File: config.mk
export PLATFORM = sky130hd
export DESIGN_NAME = hwpe_ctrl_uloop_gen_flat
export DESIGN_NICKNAME = d
export VERILOG_FILES = /design/src/rtl/hwpe_ctrl_uloop_gen_if.sv /design/src/rtl/hwpe_ctrl_uloop_gen.sv /design/src/flat_wrapper.sv
export SDC_FILE = /design/constraint.sdc
export NUM_CORES = 2
export LEC_CHECK = 0
export ABC_AREA = 1
export CORE_ASPECT_RATIO = 0.5
export CORE_MARGIN = 2
export CORE_UTILIZATION = 43
export CTS_CLUSTER_DIAMETER = 100
export DETAILED_ROUTE_END_ITERATION = 12
export MAX_ROUTING_LAYER = met4
export PLACE_DENSITY = 0.74
export REMOVE_ABC_BUFFERS = 1
export SETUP_SLACK_MARGIN = 0.3
export SLEW_MARGIN = 10
export SYNTH_ARGS = -nofsm -noshare
export SYNTH_HDL_FRONTEND = slang
export SYNTH_SLANG_ARGS = --single-unit
File: constraint.sdc
create_clock -name clk_i -period 41.6 [get_ports clk_i]
set_input_delay 6.24 -clock clk_i [delete_from_list [all_inputs] [get_ports clk_i]]
set_output_delay 6.24 -clock clk_i [all_outputs]
set_load 0.02 [all_outputs]
File: src/rtl/hwpe_ctrl_uloop_gen_if.sv
// Beat stream from the loop generator toward the streamer address logic.
// Valid/ready handshake carrying the linear offset, the index vector and the last/accum flags.
interface hwpe_ctrl_uloop_gen_if #(
  parameter int unsigned NB_LOOPS   = 6,
  parameter int unsigned CNT_WIDTH  = 12,
  parameter int unsigned OFFS_WIDTH = 32
);
  logic                          valid;
  logic                          ready;
  logic [OFFS_WIDTH-1:0]         offs;
  logic [NB_LOOPS*CNT_WIDTH-1:0] idx;
  logic                          last;
  logic                          accum;

  modport master (output valid, offs, idx, last, accum, input ready);
  modport slave  (input valid, offs, idx, last, accum, output ready);
endinterface

File: src/rtl/hwpe_ctrl_uloop_gen.sv
// Parametrised nested-loop index/offset generator; loop 0 is innermost.
// Optional accumulate flag enabled by defining HWPE_CTRL_ULOOP_ACCUM_EN.
module hwpe_ctrl_uloop_gen #(
  parameter int unsigned NB_LOOPS   = 6,
  parameter int unsigned CNT_WIDTH  = 12,
  parameter int unsigned OFFS_WIDTH = 32,
  localparam int unsigned AL_WIDTH  = (NB_LOOPS > 1) ? $clog2(NB_LOOPS) : 1
) (
  input  logic                           clk_i,
  input  logic                           rst_i,
  input  logic                           clear_i,
  input  logic                           start_i,
  input  logic [OFFS_WIDTH-1:0]          base_i,
  input  logic [NB_LOOPS*CNT_WIDTH-1:0]  range_i,
  input  logic [NB_LOOPS*OFFS_WIDTH-1:0] stride_i,
  input  logic [AL_WIDTH-1:0]            accum_loop_i,
  hwpe_ctrl_uloop_gen_if.master          uloop,
  output logic                           busy_o,
  output logic                           done_o
);

  typedef enum logic [1:0] {IDLE, RUN, DONE} state_e;

  state_e                state_q, state_d;
  logic [CNT_WIDTH-1:0]  range_q  [NB_LOOPS];
  logic [CNT_WIDTH-1:0]  range_d  [NB_LOOPS];
  logic [OFFS_WIDTH-1:0] stride_q [NB_LOOPS];
  logic [OFFS_WIDTH-1:0] stride_d [NB_LOOPS];
  logic [CNT_WIDTH-1:0]  idx_q    [NB_LOOPS];
  logic [CNT_WIDTH-1:0]  idx_d    [NB_LOOPS];
  logic [OFFS_WIDTH-1:0] acc_q    [NB_LOOPS];
  logic [OFFS_WIDTH-1:0] acc_d    [NB_LOOPS];

  logic [NB_LOOPS-1:0]   at_max;
  logic                  all_max;
  int unsigned           lvl;
  logic [OFFS_WIDTH-1:0] step;
  logic                  run;
  logic                  accum_flag;

  // Lowest loop level that still has iterations left, and its next offset.
  always_comb begin
    at_max  = '0;
    all_max = 1'b1;
    lvl     = 0;
    step    = '0;
    for (int unsigned k = 0; k < NB_LOOPS; k++) begin
      at_max[k] = (idx_q[k] == range_q[k] - CNT_WIDTH'(1));
    end
    for (int unsigned k = NB_LOOPS; k > 0; k--) begin
      if (!at_max[k-1]) begin
        all_max = 1'b0;
        lvl     = k - 1;
        step    = acc_q[k-1] + stride_q[k-1];
      end
    end
  end

`ifdef HWPE_CTRL_ULOOP_ACCUM_EN
  logic [AL_WIDTH-1:0] accum_loop_q, accum_loop_d;

  always_comb begin
    accum_flag = 1'b1;
    for (int unsigned k = 0; k < NB_LOOPS; k++) begin
      if (k <= 32'(accum_loop_q) && !at_max[k]) accum_flag = 1'b0;
    end
  end

  always_comb begin
    accum_loop_d = accum_loop_q;
    if (!clear_i && state_q == IDLE && start_i) accum_loop_d = accum_loop_i;
  end

  always_ff @(posedge clk_i or posedge rst_i) begin
    if (rst_i) accum_loop_q <= '0;
    else       accum_loop_q <= accum_loop_d;
  end
`else
  logic unused_accum_loop;
  assign unused_accum_loop = ^accum_loop_i;
  assign accum_flag        = 1'b0;
`endif

  always_comb begin
    state_d  = state_q;
    range_d  = range_q;
    stride_d = stride_q;
    idx_d    = idx_q;
    acc_d    = acc_q;
    if (clear_i) begin
      state_d = IDLE;
      for (int unsigned k = 0; k < NB_LOOPS; k++) begin
        idx_d[k] = '0;
        acc_d[k] = '0;
      end
    end else begin
      unique case (state_q)
        IDLE: begin
          if (start_i) begin
            state_d = RUN;
            for (int unsigned k = 0; k < NB_LOOPS; k++) begin
              range_d[k]  = (range_i[k*CNT_WIDTH +: CNT_WIDTH] == '0) ? CNT_WIDTH'(1)
                                                                       : range_i[k*CNT_WIDTH +: CNT_WIDTH];
              stride_d[k] = stride_i[k*OFFS_WIDTH +: OFFS_WIDTH];
              idx_d[k]    = '0;
              acc_d[k]    = base_i;
            end
          end
        end
        RUN: begin
          if (uloop.ready) begin
            if (all_max) begin
              state_d = DONE;
            end else begin
              // Lower levels restart at the freshly advanced offset of level lvl.
              for (int unsigned k = 0; k < NB_LOOPS; k++) begin
                if (k == lvl) begin
                  idx_d[k] = idx_q[k] + CNT_WIDTH'(1);
                  acc_d[k] = step;
                end else if (k < lvl) begin
                  idx_d[k] = '0;
                  acc_d[k] = step;
                end
              end
            end
          end
        end
        DONE:    state_d = IDLE;
        default: state_d = IDLE;
      endcase
    end
  end

  always_ff @(posedge clk_i or posedge rst_i) begin
    if (rst_i) begin
      state_q <= IDLE;
      for (int unsigned k = 0; k < NB_LOOPS; k++) begin
        range_q[k]  <= '0;
        stride_q[k] <= '0;
        idx_q[k]    <= '0;
        acc_q[k]    <= '0;
      end
    end else begin
      state_q  <= state_d;
      range_q  <= range_d;
      stride_q <= stride_d;
      idx_q    <= idx_d;
      acc_q    <= acc_d;
    end
  end

  // Outputs derive only from registered state, so ready never reaches valid.
  always_comb begin
    run         = (state_q == RUN);
    uloop.valid = run;
    uloop.last  = run & all_max;
    uloop.accum = run & accum_flag;
    uloop.offs  = run ? acc_q[0] : '0;
    uloop.idx   = '0;
    for (int unsigned k = 0; k < NB_LOOPS; k++) begin
      uloop.idx[k*CNT_WIDTH +: CNT_WIDTH] = run ? idx_q[k] : '0;
    end
    busy_o = run;
    done_o = (state_q == DONE);
  end

endmodule

File: src/flat_wrapper.sv
// flat-port wrapper written by rule: the top's interface ports become plain ports
module hwpe_ctrl_uloop_gen_flat 
#(
  parameter int unsigned NB_LOOPS   = 6,
  parameter int unsigned CNT_WIDTH  = 12,
  parameter int unsigned OFFS_WIDTH = 32,
  localparam int unsigned AL_WIDTH  = (NB_LOOPS > 1) ? $clog2(NB_LOOPS) : 1
)
  (clk_i, rst_i, clear_i, start_i, base_i, range_i, stride_i, accum_loop_i, busy_o, done_o, uloop_valid, uloop_offs, uloop_idx, uloop_last, uloop_accum, uloop_ready);
  hwpe_ctrl_uloop_gen_if #(.NB_LOOPS(NB_LOOPS), .CNT_WIDTH(CNT_WIDTH), .OFFS_WIDTH(OFFS_WIDTH)) uloop_i ();
  input  logic clk_i;
  input  logic rst_i;
  input  logic clear_i;
  input  logic start_i;
  input  logic [OFFS_WIDTH-1:0] base_i;
  input  logic [NB_LOOPS*CNT_WIDTH-1:0] range_i;
  input  logic [NB_LOOPS*OFFS_WIDTH-1:0] stride_i;
  input  logic [AL_WIDTH-1:0] accum_loop_i;
  output logic busy_o;
  output logic done_o;
  output wire logic [$bits(uloop_i.valid)-1:0] uloop_valid;
  output wire logic [$bits(uloop_i.offs)-1:0] uloop_offs;
  output wire logic [$bits(uloop_i.idx)-1:0] uloop_idx;
  output wire logic [$bits(uloop_i.last)-1:0] uloop_last;
  output wire logic [$bits(uloop_i.accum)-1:0] uloop_accum;
  input wire logic [$bits(uloop_i.ready)-1:0] uloop_ready;
  assign uloop_valid = uloop_i.valid;
  assign uloop_offs = uloop_i.offs;
  assign uloop_idx = uloop_i.idx;
  assign uloop_last = uloop_i.last;
  assign uloop_accum = uloop_i.accum;
  assign uloop_i.ready = uloop_ready;
  hwpe_ctrl_uloop_gen #(.NB_LOOPS(NB_LOOPS), .CNT_WIDTH(CNT_WIDTH), .OFFS_WIDTH(OFFS_WIDTH)) u_core (.clk_i(clk_i), .rst_i(rst_i), .clear_i(clear_i), .start_i(start_i), .base_i(base_i), .range_i(range_i), .stride_i(stride_i), .accum_loop_i(accum_loop_i), .uloop(uloop_i), .busy_o(busy_o), .done_o(done_o));
endmodule
Word-level counts from Yosys, hierarchy flattened
Cells that the tools add are included.
{ "word_totals": {"reg_bits": 530, "wordCells": 161, "in_bits": 304, "output_inout_bits": 109} }
{ "classes": {"magnitude_cmp": 6, "n_reduce_logical": 17, "addsub": 18, "bitwise_logic": 2, "n_mux": 70, "n_eq_ne": 23} }
{ "op_table": {"columns": ["operator", "n"], "rows": [
  ["192-bit two-way mux", 4],
  ["32-bit two-way mux", 19],
  ["192-bit one-hot mux with 2 select lines", 1],
  ["12-bit two-way mux", 24],
  ["72-bit two-way mux", 4],
  ["32-bit adder", 6],
  ["72-bit one-hot mux with 2 select lines", 1],
  ["12-bit by 1-bit adder with 12-bit output, second input constant", 6],
  ["12-bit equality test", 6],
  ["12-bit zero test", 6],
  ["12-bit by 1-bit subtractor with 12-bit output, second input constant", 6],
  ["32-bit zero test", 1],
  ["5-bit AND reduction", 6],
  ["4-bit by 2-bit != test with 1-bit output, second input constant", 6],
  ["3-bit two-way mux", 6],
  ["2-bit two-way mux", 4],
  ["2-bit by 3-bit equality test with 1-bit output, first input constant", 2],
  ["3-bit equality test, first input constant", 2],
  ["1-bit by 3-bit less-than comparator with 1-bit output, first input constant", 2],
  ["2-bit by 3-bit less-than comparator with 1-bit output, first input constant", 2],
  ["3-bit less-than comparator, first input constant", 2],
  ["1-bit two-way mux", 6],
  ["3-bit by 2-bit != test with 1-bit output, second input constant", 2],
  ["3-bit != test, second input constant", 2],
  ["9 further kinds", 10]
]} }

Logic depth before layout (Yosys ltp)
{ "depth": {"word_depth": 15, "depth_mapped": 26, "mapped_depth_nobuf": 26} }

Least setup slack after synthesis
No wires, ideal clock.
{ "synth_timing": {"path_kind": "reg-to-output", "startpoint": "register u_core.range_q[36] (netlist name)", "endpoint": "output uloop_last", "required_ps": 35360, "path_stages_with_launch": 17, "path_buffers": 0, "arrival_time_ps": 2230, "setup_slack_ps": 33130, "cell_sequence": "dfrtp_1 inv_1 ha_1 nand3_1 nor2_1 nand2_1 xor2_1 inv_2 nor2_1 nand2_1 nor2_2 nand4_4 nor2_4 nand2_1 nor2_1 nand2_1 inv_1"} }
{ "synth_between": {"elab_chain_len": 6} }
{ "synth_rtl": {"columns": ["item", "line_no", "text"], "rows": [
  ["start: declaration", "hwpe_ctrl_uloop_gen.sv:25", "logic [CNT_WIDTH-1:0] range_q [NB_LOOPS];"],
  ["start signal: assignment", "hwpe_ctrl_uloop_gen.sv:145", "range_q <= range_d;"],
  ["12-bit by 1-bit subtractor with 12-bit output", "hwpe_ctrl_uloop_gen.sv:48", "at_max[k] = (idx_q[k] == range_q[k] - CNT_WIDTH'(1));"],
  ["12-bit equality test", "hwpe_ctrl_uloop_gen.sv:48", null],
  ["1-bit two-way mux (3 in series)", "hwpe_ctrl_uloop_gen.sv:51", "if (!at_max[k-1]) begin"],
  ["1-bit AND", "hwpe_ctrl_uloop_gen.sv:156", "uloop.last = run & all_max;"],
  ["end: declaration", "flat_wrapper.sv:24", "output wire logic [$bits(uloop_i.last)-1:0] uloop_last;"]
]} }
No other way between the ends.

Final worst setup path
Ends and elaborated chain as after synthesis.

==> summary.txt <==
LOGIC SYNTHESIS
------------------------------------------------------------------------------
Post-synth ARST share                                                     100%
Primary flip-flop cell chosen by synthesis mapping                     dfrtp_1
Mean cell area of the mapped netlist                                6.75 sq um
Number of warning messages in the yosys log                                  0
Post-synth EDFFs                                                             0
Post-synthesis cell count                                                 5618
Cell taking the most area after synthesis                              dfrtp_1
Share of the synthesized area in the top cell type                       35.0%
Cells taking the most area after synthesis                        dfrtp_1 (35%), nand2_1 (20%), ha_1 (6.5%)
Flip-flop and latch count after synthesis                                  530
Count of cell types in the netlist                                          58
Mapped cell area                                                  0.0379 sq mm
Fraction of the yosys area taken by sequential cells                     35.0%

ROUTING
------------------------------------------------------------------------------
Total DRC errors in the routed layout                                        0
Routed vias                                                              39400
Metal1 wirelength                                                     66800 um
DRT antenna net count                                                        0
Average wire length per cell after detail routing                      20.3 um
DR WL met3                                                            13300 um
Amount of wire on met2 after detailed routing                         62500 um
Uppermost layer routed                                                    met4
Count of TritonRoute iterations in the first routing pass                    6
Violation count after the first detailed-route iteration                  3857
Number of vias per cell                                                   5.49
Routed WL                                                            146000 um

WORST SETUP PATH
------------------------------------------------------------------------------
WP buf/inv                                                                   4
Worst reg2reg path startpoint                                     u_core.range_q[12]
Data arrival time of the worst path                                    4.28 ns
Beginning of the critical path                                    u_core.range_q[36]
Cell class contributing the biggest share of worst-path delay     simple AND/OR/NAND/NOR gates
Nature of the critical path startpoint                                register
Worst-path fanout max                                                       17
Crit-path cells                                                   inv_1 -> ha_1 -> nand3_1 -> nor2_1 -> nand2_1 -> xor2_1 -> inv_2 -> nor2_1 -> nand2_1 -> nor2_2 -> nand4_4 -> nor2_4 -> nand2_1 -> nor2_1 -> nand2_1 -> inv_1 -> clkdlybuf4s50_1
Kind of critical path                                               reg -> out
Slowest stage cell, crit path                                     clkdlybuf4s50_1
Largest stage delay on the critical path                               0.61 ns
Crit. End Element                                                  output port
Critical path data required time                                      35.36 ns
Dominant cell type by count on the critical path                       nand2_1

CTS
------------------------------------------------------------------------------
Number of buffers between clock root and the deepest sink                    3
Number of levels the H-tree was split into                                   2
Clock slew at reported path FFs                                        0.07 ns
Number of buffers created by CTS                                            54
Clock latency reported for the late side of the worst-skew pair        0.67 ns
CTS root buf                                                         clkbuf_16
Post-cts hold buffer count                                                   0
Post-CTS setup repair buffer count                                           0
Total of cells resized after clock tree synthesis                            0
Sinks on Clock Net                                                         530
Clock tree from TritonCTS                                                built

FLOORPLAN
------------------------------------------------------------------------------
Starting density of the core                                             43.7%
Die Width                                                               424 um
Floorplan Core Area                                               0.0867 sq mm
Full die area                                                     0.0907 sq mm
Row count                                                                   76
Die Y                                                                   214 um
Number of I/O pins                                                         413

TIMING
------------------------------------------------------------------------------
Post-route setup TNS                                                      0 ns
Final hold violations                                                        0
Highest achievable clock rate                                       0.0951 GHz
Final Max Slew Viols                                                         0
Setup repair after global routing missed its margin                         no
Tightest slew margin relative to the limit                               19.5%
Number of setup violations in the final report                               0
Clock tree skew after final layout                                   0.0519 ns
Worst Slack Setup Final                                               31.08 ns
Clock period minus final worst setup slack                            10.52 ns
Fin crit share                                                           25.3%
Slew @ Worst Pin                                                       1.21 ns

LAYOUT
------------------------------------------------------------------------------
Fillers                                                                   8570
Layout cell share with drive strength beyond 1                           3.91%
Area growth from synthesis to final layout                               18.7%
Layout Cells excl Fill                                                    7179
Utilization after layout                                                 51.9%
Fin nets                                                                  6467

POWER AND IR DROP
------------------------------------------------------------------------------
Clock network power share                                                26.2%
Ratio of total power to cell area                                 45.3 mW/mm^2
Internal power of the cells                                            1.19 mW
Max IR drop VDD                                                      0.0347 mV
Share of total power in combinational logic                              40.7%
Net switching component of the power                                  0.853 mW
Share of total power consumed by net switching                           41.8%
Overall power of the completed layout                                  2.04 mW
Leakage dissipation                                                    21.9 nW
Power share of the sequential group                                      33.1%

GLOBAL ROUTING
------------------------------------------------------------------------------
Initial antenna violation count                                              3
Total global routing overflow                                                0
Wire length of the first global-routing pass                         221000 um
Via count of the first global-routing pass                               37600
Maximum number of pins on one net before global-route repair               131
Total Routing Usage GR                                                   32.3%

PLACED DESIGN
------------------------------------------------------------------------------
Dpl ws                                                                30.80 ns
RD Place Congestion                                                      0.989
IO Port Bufs                                                               408
DP Wirelength                                                        115000 um
Placed insts                                                              7073

MIN PATH
------------------------------------------------------------------------------
Start point of the worst hold path                                u_core.stride_q[167]
Path type of the worst min-delay path                               reg -> reg

OUTCOME
------------------------------------------------------------------------------
Result of the run                                                 finished, final reports clean

JOB
------------------------------------------------------------------------------
Max-cap check violation count                                                0

flip-flops by register name, indices dropped and copies added (netlist names):
signal,cells
u_core.acc_q,192
u_core.idx_q,72
u_core.range_q,72
u_core.state_q,2
u_core.stride_q,192
layout make-up:
class | count | area, sq um | share of cell area [%]
multi-input cells | 4450 | 22200 | 49.3
flip-flops and latches | 530 | 13300 | 29.5
repair buffers | 443 | 4350 | 9.66
inverters | 480 | 1820 | 4.04
clock buffers | 66 | 1470 | 3.26
well taps | 1170 | 1460 | 3.25
clock inverters | 34 | 423 | 0.940
diodes | 6 | 15.0 | 0.0334
logic make-up after synthesis:
| kind of cell | count (synthesis) | share of synthesized area [%] |
|---|---|---|
| other cells | 1 | 0.00989 |
| mux | 5 | 0.132 |
| simple gates | 3232 | 35.3 |
| flops | 530 | 35.0 |
| compound gates | 805 | 11.5 |
| fa+ha+maj | 204 | 6.85 |
| xor+xnor | 203 | 4.69 |
| buf+inv | 638 | 6.59 |
worst register-to-register path: cells and delay by family (launching register included):
family / cells / cell delay [ns]
and+or+nand+nor: 15 / 3.02
AOI/OAI and AO/OA: 3 / 1.08
adders and majority gates: 1 / 0.22
buffers and inverters: 1 / 0.16
DFF: 1 / 0.40
path summary, 6_finish.rpt:
path	to	slack [ns]	cells past startpoint
worst min-delay path	u_core.stride_q[167]	0.49	2
worst max register to register	u_core.acc_q[9]	36.69	20
worst max-delay path	uloop_last	31.08	17
max in group asynchronous	u_core.idx_q[13]	33.22	4
min in group asynchronous	u_core.range_q[47]	6.15	2
worst min register to register	u_core.stride_q[167]	0.49	2
per-layer routing:
layer	up-vias	global-route usage, %
li1	18900	-
met1	18900	45.5
met2	1416	47.3
met3	177	7.02
met4	0	7.09
met5	-	-
cell usage after synthesis (all sizes together) (16+ instances only):
master / instances
nand3b: 16
o21ai: 379
or2: 35
xnor2: 69
nand3: 401
dfrtp: 530
a31oi: 26
nor3: 76
nor2: 592
clkbuf: 100
o21bai: 24
ha: 198
inv: 475
nor4: 32
buf: 58
a21o: 23
xor2: 134
nand2: 2000
nand4: 60
a21oi: 301
power groups by stage:
stage	clock [mW]	combinational [mW]	sequential [mW]
2_1_floorplan	0	0.572	0.654
6_report	0.535	0.830	0.674
3_5_place_dp	0	0.808	0.680
3_3_place_gp	0	0.800	0.678
4_1_cts	0.541	0.814	0.672
5_1_grt	0.563	0.923	0.682
layout by cell type (no fill, tap or decap), types with 24 or more instances in the layout:
cell type and instances:
inv_1 449, ha_1 198, nor4_1 31, or2_2 31, nand2_1 1992, a21oi_1 300
buf_4 35, o21ai_0 320, nor3_1 74, xnor2_1 69, a31oi_1 26, clkdlybuf4s50_1 408
nand4_1 55, xor2_1 134, nand3_1 394, clkbuf_16 54, dfrtp_1 530, o21ai_1 57
nor2_1 571, o21bai_1 24
stage by stage:
| stage | area, sq um | hold WS (ns) |
|---|---|---|
| 4_1_cts | 45000 | 0.489 |
| 5_1_grt | 45000 | 0.510 |
| 2_1_floorplan | 37200 | 0.453 |
| 6_report | 45000 | 0.488 |
| 3_3_place_gp | 43100 | 0.470 |
| 3_5_place_dp | 43100 | 0.472 |
No activity file was read; power rests on OpenSTA's default activity.
